### src/rtl/progress_tracker.sv
// Multi-channel check progress tracker.
// Counts completed checks per channel against TOT_CHECK and reports the
// quantised percentage, milestone pulses, per-channel and global done flags,
// a saturating failure count, an overflow flag and a stall watchdog.
//
// Ports:
//   clk_i        clock
//   rst_i        synchronous active-high reset, highest priority
//   start_i      one-cycle pulse; clears all progress and enters RUN
//   chk_valid_i  per-channel check-completed strobe
//   chk_ok_i     per-channel pass(1)/fail(0), qualified by chk_valid_i
//   count_o      per-channel completed-check count, channel 0 in LSBs
//   pct_o        per-channel progress (7 bits each), floored to STEP_PCT
//   milestone_o  one-cycle pulse when a channel's pct_o changes
//   ch_done_o    channel reached TOT_CHECK (sticky)
//   all_done_o   all channels done (sticky until reset/start)
//   fail_cnt_o   total failed checks, saturating
//   overflow_o   sticky; a check arrived on a full channel or in DONE
//   stall_o      sticky; STALL_CYC consecutive idle cycles in RUN
//   busy_o       tracker is in RUN
module progress_tracker #(
    parameter int unsigned N_CH      = 4,
    parameter int unsigned TOT_CHECK = 1000,
    parameter int unsigned STEP_PCT  = 10,
    parameter int unsigned STALL_CYC = 4096,
    parameter int unsigned CNT_W     = $clog2(TOT_CHECK + 1),
    parameter bit          VERBOSE   = 1'b1
) (
    input  logic                    clk_i,
    input  logic                    rst_i,
    input  logic                    start_i,
    input  logic [N_CH-1:0]         chk_valid_i,
    input  logic [N_CH-1:0]         chk_ok_i,
    output logic [N_CH*CNT_W-1:0]   count_o,
    output logic [N_CH*7-1:0]       pct_o,
    output logic [N_CH-1:0]         milestone_o,
    output logic [N_CH-1:0]         ch_done_o,
    output logic                    all_done_o,
    output logic [31:0]             fail_cnt_o,
    output logic                    overflow_o,
    output logic                    stall_o,
    output logic                    busy_o
);

    localparam int unsigned PW     = CNT_W + 7;
    localparam int unsigned N_STEP = 100 / STEP_PCT;
    localparam int unsigned SW     = $clog2(STALL_CYC + 1);
    localparam logic [CNT_W-1:0] TOT       = CNT_W'(TOT_CHECK);
    localparam logic [SW-1:0]    STALL_MAX = SW'(STALL_CYC);

    typedef enum logic [1:0] {
        IDLE = 2'd0,
        RUN  = 2'd1,
        DONE = 2'd2
    } state_t;

    state_t             state_q;
    logic               busy_q;
    logic [CNT_W-1:0]   count_q [N_CH];
    logic [6:0]         pct_q   [N_CH];
    logic [N_CH-1:0]    milestone_q;
    logic [N_CH-1:0]    ch_done_q;
    logic               all_done_q;
    logic [31:0]        fail_cnt_q;
    logic               overflow_q;
    logic               stall_q;
    logic [SW-1:0]      idle_q;

    logic [N_CH-1:0]    full_c;
    logic [N_CH-1:0]    accept_c;
    logic [N_CH-1:0]    bad_c;
    logic               ovf_hit_c;
    logic [6:0]         pct_calc_c [N_CH];
    logic [31:0]        fail_inc_c;
    logic [32:0]        fail_sum_c;
    logic [31:0]        fail_next_c;
    logic [SW-1:0]      idle_next_c;

    // Largest STEP_PCT multiple whose threshold the count has met; 100 is
    // reserved for an exactly complete channel.
    function automatic logic [6:0] pct_of(input logic [CNT_W-1:0] cnt);
        logic [PW-1:0] scaled;
        logic [6:0]    p;
        scaled = PW'(cnt) * PW'(100);
        p      = 7'd0;
        for (int unsigned k = 1; k < N_STEP; k++) begin
            if (scaled >= PW'(k * STEP_PCT) * PW'(TOT_CHECK)) begin
                p = 7'(k * STEP_PCT);
            end
        end
        if (cnt == TOT) begin
            p = 7'd100;
        end
        return p;
    endfunction

    // Acceptance, overflow detection, pct and failure-count arithmetic.
    always_comb begin
        full_c     = '0;
        accept_c   = '0;
        bad_c      = '0;
        fail_inc_c = '0;
        for (int c = 0; c < int'(N_CH); c++) begin
            full_c[c]     = (count_q[c] == TOT);
            accept_c[c]   = (state_q == RUN) && chk_valid_i[c] && !full_c[c];
            bad_c[c]      = accept_c[c] && !chk_ok_i[c];
            fail_inc_c    = fail_inc_c + 32'(bad_c[c]);
            pct_calc_c[c] = pct_of(count_q[c]);
        end
        // A full channel counts as done here, which also covers the one
        // cycle before its ch_done flag registers.
        ovf_hit_c   = ((state_q == RUN)  && ((chk_valid_i & full_c) != '0)) ||
                      ((state_q == DONE) && (chk_valid_i != '0));
        fail_sum_c  = {1'b0, fail_cnt_q} + {1'b0, fail_inc_c};
        fail_next_c = fail_sum_c[32] ? '1 : fail_sum_c[31:0];
        idle_next_c = (idle_q == STALL_MAX) ? idle_q : idle_q + SW'(1);
    end

    // Control FSM and all tracked state.
    always_ff @(posedge clk_i) begin
        if (rst_i || start_i) begin
            state_q     <= rst_i ? IDLE : RUN;
            busy_q      <= !rst_i;
            for (int c = 0; c < int'(N_CH); c++) begin
                count_q[c] <= '0;
                pct_q[c]   <= '0;
            end
            milestone_q <= '0;
            ch_done_q   <= '0;
            all_done_q  <= 1'b0;
            fail_cnt_q  <= '0;
            overflow_q  <= 1'b0;
            stall_q     <= 1'b0;
            idle_q      <= '0;
        end else begin
            for (int c = 0; c < int'(N_CH); c++) begin
                pct_q[c]       <= pct_calc_c[c];
                milestone_q[c] <= (pct_calc_c[c] != pct_q[c]);
                if (pct_calc_c[c] == 7'd100) begin
                    ch_done_q[c] <= 1'b1;
                end
                if (accept_c[c]) begin
                    count_q[c] <= count_q[c] + CNT_W'(1);
                end
            end
            if (&ch_done_q) begin
                all_done_q <= 1'b1;
            end
            fail_cnt_q <= fail_next_c;
            if (ovf_hit_c) begin
                overflow_q <= 1'b1;
            end
            case (state_q)
                IDLE: begin
                    state_q <= IDLE;
                end
                RUN: begin
                    // Stall watchdog: consecutive cycles with no strobe at all.
                    if (chk_valid_i == '0) begin
                        idle_q <= idle_next_c;
                        if (idle_next_c == STALL_MAX) begin
                            stall_q <= 1'b1;
                        end
                    end else begin
                        idle_q <= '0;
                    end
                    if (&ch_done_q) begin
                        state_q <= DONE;
                        busy_q  <= 1'b0;
                    end
                end
                DONE: begin
                    state_q <= DONE;
                end
                default: begin
                    state_q <= IDLE;
                    busy_q  <= 1'b0;
                end
            endcase
        end
    end

    for (genvar g = 0; g < int'(N_CH); g++) begin : g_out
        assign count_o[g*CNT_W +: CNT_W] = count_q[g];
        assign pct_o[g*7 +: 7]           = pct_q[g];
    end

    assign milestone_o = milestone_q;
    assign ch_done_o   = ch_done_q;
    assign all_done_o  = all_done_q;
    assign fail_cnt_o  = fail_cnt_q;
    assign overflow_o  = overflow_q;
    assign stall_o     = stall_q;
    assign busy_o      = busy_q;

`ifndef SYNTHESIS
    // Progress messages for interactive runs.
    if (VERBOSE) begin : g_verbose
        always_ff @(posedge clk_i) begin
            if (!rst_i && !start_i) begin
                for (int c = 0; c < int'(N_CH); c++) begin
                    if (pct_calc_c[c] != pct_q[c]) begin
                        $display("ch%0d: %0d%% completed...", c, pct_calc_c[c]);
                    end
                end
                if ((&ch_done_q) && !all_done_q) begin
                    $display("ALL DONE");
                end
            end
        end
    end
`endif

endmodule

### config.mk
export PLATFORM = sky130hd
export DESIGN_NAME = progress_tracker
export DESIGN_NICKNAME = d
export VERILOG_FILES = /design/src/rtl/progress_tracker.sv
export SDC_FILE = /design/constraint.sdc
export NUM_CORES = 1
export LEC_CHECK = 0
export BUFFER_PORTS_ARGS = -buffer_cell sky130_fd_sc_hd__buf_2
export CORE_UTILIZATION = 55
export CTS_BUF_LIST = sky130_fd_sc_hd__clkbuf_2 sky130_fd_sc_hd__clkbuf_4 sky130_fd_sc_hd__clkbuf_8
export CTS_CLUSTER_DIAMETER = 80
export CTS_CLUSTER_SIZE = 8
export DETAILED_ROUTE_END_ITERATION = 8
export MAX_ROUTING_LAYER = met4
export PLACE_DENSITY = 0.75
export SLEW_MARGIN = 20
export SYNTH_ARGS = -nofsm -noshare
export SYNTH_HDL_FRONTEND = slang
export SYNTH_SLANG_ARGS = --single-unit
### constraint.sdc
create_clock -name clk_i -period 6 [get_ports clk_i]
set_input_delay 0.3 -clock clk_i [delete_from_list [all_inputs] [get_ports clk_i]]
set_output_delay 0.3 -clock clk_i [all_outputs]
set_load 0.02 [all_outputs]
; Word-level counts from Yosys, hierarchy flattened
; Memories as Yosys holds them, arrays and structs flattened.
; Index checks and enable logic that the tools add are counted.
[word_totals]
regBits = 59
latch_bits = 0
ram_bits = 68
romBits = 0
inputBits = 11
output_inout_bits = 112
word_cells = 196
memories = 2
[op_classes]
addsub = 9
multipliers = 4
div = 0
magnitude_cmp = 36
eq_ne = 18
n_shift = 0
mux = 73
n_bitwise = 9
reduce_logical = 33
[memory_table]
columns = memory, depth, width, read_ports, rd_clocked_by_memory_dff, write_ports, line_no
row1 = count_q, 4, 10, 4, 0, 4, 59  ; logic [CNT_W-1:0] count_q [N_CH];
row2 = pct_q, 4, 7, 4, 0, 4, 60  ; logic [6:0] pct_q [N_CH];
[op_table]
columns = op, n
row1 = 7-bit 2-to-1 mux, 40
row2 = "17-bit by 16-bit greater-or-equal comparator with 1-bit output, second input constant", 12
row3 = "17-bit greater-or-equal comparator, second input constant", 12
row4 = "17-bit by 15-bit greater-or-equal comparator with 1-bit output, second input constant", 8
row5 = "17-bit by 14-bit greater-or-equal comparator with 1-bit output, second input constant", 4
row6 = "10-bit by 5-bit multiplier with 15-bit output, second input constant", 4
row7 = "10-bit by 1-bit adder with 10-bit output, second input constant", 4
row8 = "10-bit equality test, second input constant", 4
row9 = 10-bit 2-to-1 mux, 4
row10 = 32-bit by 4-bit adder with 33-bit output, 1
row11 = 32-bit 2-to-1 mux, 1
row12 = "7-bit equality test, second input constant", 4
row13 = 7-bit inequality test, 4
row14 = "13-bit equality test, second input constant", 2
row15 = 13-bit 2-to-1 mux, 2
row16 = 1-bit 2-to-1 mux, 18
row17 = 4-bit 2-to-1 mux, 4
row18 = 1-bit logical AND, 14
row19 = "13-bit by 1-bit adder with 13-bit output, second input constant", 1
row20 = 1-bit logical NOT, 9
row21 = 1-bit bitwise OR, 8
row22 = 4-bit nonzero test, 2
row23 = 3-bit by 1-bit adder with 4-bit output, 1
row24 = 4-bit bitwise AND, 1
row25 = other kinds (16), 18

; Depth between registers and ports, before layout
; An unclocked memory read counts as a cell.
[logic_depth]
word_depth = 14
mapped_depth = 22
depth_no_buf = 19

; Worst setup path after synthesis
; OpenSTA, ideal clock, no wires.
[synth_timing]
path_kind = reg2reg
from = memory count_q[2][2] in the netlist's numbering
to = register milestone_q[2], in the netlist milestone_o[2]
setup_time_ps = 140
arrival_ps = 4401
t_required_ps = 5860
slack_ps = 1459
stages_incl_launch_ff = 19
period_less_slack_ps = 4541
cell_sequence = edfxtp_1 -> clkbuf_1 -> inv_1 -> ha_1 -> inv_1 -> ha_1 -> fa_1 -> ha_1 -> nor2b_1 -> o21a_1 -> or3_1 -> and2_1 -> o311a_1 -> o31ai_2 -> and2_1 -> o21ai_0 -> and3_1 -> nor4_1 -> a41oi_1
[synth_rtl]
columns = element, line_no
row1 = start: declaration, 59
row2 = end signal: indexed assignment, 138  ; milestone_q[c] <= (pct_calc_c[c] != pct_q[c]);
row3 = end: declaration, 61  ; logic [N_CH-1:0] milestone_q;

==> flow_summary.yaml <==
sta:
  tns_ns: 0
  timing.fmax_mhz: 202
  drv_slew: 0
  rsz0062_at_grt: "false"
  fin_skew_ns: 0.0178
  setup_viol: 0
  relSlewSlack_pct: 35.3
  fin_crit_ns: 4.94
  finalHoldViolCount: 0
  worst_pin_slew_ns: 0.971
  fin_crit_sh_pct: 82.4
drt:
  first_iter_violations: 585
  drc: 0
  ant_nets: 0
  routedWlPerCell_um: 15.4
  vias_per_cell: 5.81
  route.vias.total: 10200
  routed_wl_um: 27100
  firstDrtPassIters: 5
logic_synthesis:
  syn_area_sq_um: 11700
  synth_seq_area_share_pct: 24.8
  synth_top_area_share_pct: 17.1
  synth_top_area_cell: "ha_1"
  yosys_warnings: 0
  synthFlopType: "dfxtp_1"
  synth_edf_count: 43
  syn_inst: 1378
  ys_seq_elements: 123
  ys_types: 90
  async_flop_share_pct: 0
  ys_top_cells_by_area: "ha_1 17%, dfxtp_1 14%, edfxtp_1 11%"
  syn-mean-instance-area_sq_um: 8.48
final_layout:
  area.sequential_sq_um: 2890
  final_area_sq_um: 12900
  area_delta_synth_final_pct: 10.4
  final_layout_size_suffix_gt1_share_pct: 12.4
  final_cell_mix: "160 x ha_1, 140 x nor2_1, 118 x buf_2, 112 x inv_1, 86 x a21oi_1"
  num-nets-final: 1667
  final_common_cell: "ha_1"
  multiInputGateArea_sq_um: 8150
  n_fill_cell: 1813
global_route:
  grt_max_degree: 61
  grtUsageMet3_pct: 4.04
  grt_use_met2_pct: 42.4
  antenna_found_initial: 2
  grt_overflow: 0
  grt_pass1_wl_um: 45600
  grt_util_met1_pct: 33.8
  grt_pass1_vias: 9601
  grt.busiest_layer: "met2"
  track_usage_pct: 26.2
clocking:
  clk_pin_slew_ns: 0.09
  cts-root-buf: "clkbuf_8"
  clock-sinks: 123
  cts_hold_buf: 0
  clk_latency_ns: 0.47
  htree_num_levels: 4
  cts_buffer_depth: 2
  cts_tree: "built"
  postCtsSetupRepairBufs: 0
  numCtsBuffers: 17
  post_cts_resized: 0
setup_path:
  worstReg2RegEnd: "fail_cnt_o[4]"
  cp.arrival_ns: 5.32
  rrSetupSlack_ns: 1.06
  end_kind: "register"
  endpoint: "fail_cnt_o[4]"
  worstReg2RegStart: "count_q[2][6]"
  crit_fanout: 28
  critPathMostFrequentCell: "fa_1"
  critPathRequiredTime_ns: 6.38
  cp_top_family: "simple AND/OR/NAND/NOR gates"
  crit_path_start_kind: "register"
  slowest_delay_ns: 0.73
  cp_cell_sequence: "ha_1, and3_1, nand3_1, nand3_1, nor2_1, fa_1, fa_1, inv_1, fa_1, nor2_1, and4_1, and2_1, nand2_1, or3_1, or3_1, a21oi_1"
  slowest_stage: "or3_1"
  crit_cells: 16
  startpoint: "count_q[2][6]"
  reg2reg_depth: 16
  path_buf_inv: 1
  path_class: "reg -> reg"
power:
  irDropWorstVdd_uv: 129
  p_leak_nw: 6.05
  power_density_nw_per_um2: 215
floorplanning:
  coreArea_sq_um: 20600
  start_util_pct: 56.8
  rows: 52
  die_h_um: 148
  fp.dieW_um: 148
  io_pins: 123
  dieArea_sq_um: 21800
placement:
  dp_hpwl_um: 21000
  portBuffers: 118
  gp_congestion: 0.942
  dpl_cell_area_sq_um: 12400
run:
  drv_cap: 0
min_path:
  hp-class: "in -> reg"
  hold_depth: 2
run_status:
  status: "finished, final reports clean"
[state kept, by name (all words and copies together), names as in the netlist]
| name | count |
|---|---|
| fail_cnt_o | 32 |
| ch_done_o | 4 |
| overflow_o | 1 |
| busy_o | 1 |
| all_done_o | 1 |
| idle_q | 13 |
| stall_o | 1 |
| pct_q | 24 |
| state_q | 2 |
| count_q | 40 |
| milestone_o | 4 |
[cells in the mapped netlist, types with 5 or more instances]
cell and number:
ha_1 160, nor2_1 140, inv_1 112, a21oi_1 86, dfxtp_1 80, nand2_1 73, xor2_1 54, xnor2_1 52
o21ai_0 51, edfxtp_1 43, nand3_1 42, nor3_1 39, and3_1 36, clkbuf_1 28, a21o_1 24, nand4_1 24
fa_1 23, and2_1 18, nor2b_1 17, a22oi_1 15, a211oi_1 14, a31oi_1 14, or3_1 14, nor4_1 12
o211ai_1 11, buf_2 10, o21a_1 10, a211o_1 9, nand2b_1 9, nor3b_1 8, o21bai_1 8, a41oi_1 7
o22ai_1 7, o21ai_1 6, a21boi_0 5, and4_1 5, buf_4 5, o2111ai_1 5, o41a_1 5, or2_2 5
[cell type report]
class	instances	area share, %
multi-input combinational	1097	63.2
sequential	123	22.4
timing repair buffer	122	4.81
inverter	112	3.26
tap	270	2.62
clock inverter	15	1.84
clock buffer	17	1.81
antenna	2	0.0388
[layer usage]
layer,share of wire [%],wire length [um],vias up
li1,-,-,5187
met4,1.8,485,0
met3,3.9,1050,41
met1,47,12700,4782
met2,47,12900,209
met5,0,0,-
[how the worst min path moves through the flow]
| stage | from | end | slack (ns) |
|---|---|---|---|
| floorplan | idle_q[1] | idle_q[1] | 0.47 |
| global placement | all_done_o | all_done_o | 0.43 |
| detailed placement | all_done_o | all_done_o | 0.44 |
| CTS | rst_i | state_q[0] | 0.15 |
| global route | rst_i | state_q[0] | 0.15 |
| finish | rst_i | state_q[0] | 0.17 |
[stage by stage]
stage	utilization [%]	power (mW)	hold WS, ns	setup WS, ns	cells
floorplan	-	1.69	0.471	1.46	1381
global placement	60.4	1.86	0.431	1.24	1724
finish	62.7	2.78	0.165	1.06	1758
detailed placement	60.4	1.88	0.437	1.10	1724
CTS	62.7	2.78	0.153	1.06	1756
global route	62.7	2.95	0.152	0.657	1758
[worst register-to-register path, stage by stage, from the launching register on]
cell and delay [ns]:
edfxtp_1 0.49, ha_1 0.26, and3_1 0.19, nand3_1 0.28, nand3_1 0.23, nor2_1 0.08, fa_1 0.51, fa_1 0.20
inv_1 0.06, fa_1 0.39, nor2_1 0.23, and4_1 0.26, and2_1 0.20, nand2_1 0.11, or3_1 0.35, or3_1 0.73
a21oi_1 0.29
[cells by family after synthesis]
kind of cell / Yosys count / share of synthesized area (%)
other: 1 / 0.0321
muxes: 4 / 0.353
DFF: 123 / 24.8
buffers and inverters: 161 / 5.57
adders and majority gates: 183 / 21.1
AOI/OAI and AO/OA: 334 / 20.0
and+or+nand+nor: 465 / 20.2
xor gates and xnor gates: 107 / 8.09
[where the power goes]
part	switching (mW)	internal, mW	leakage (nW)	total (mW)
sequential	0.0425	0.895	1.13	0.938
clock	0.395	0.504	0.230	0.899
combinational	0.574	0.364	4.69	0.938
total	1.01	1.76	6.05	2.78
Power figures use the tool's default switching activity.
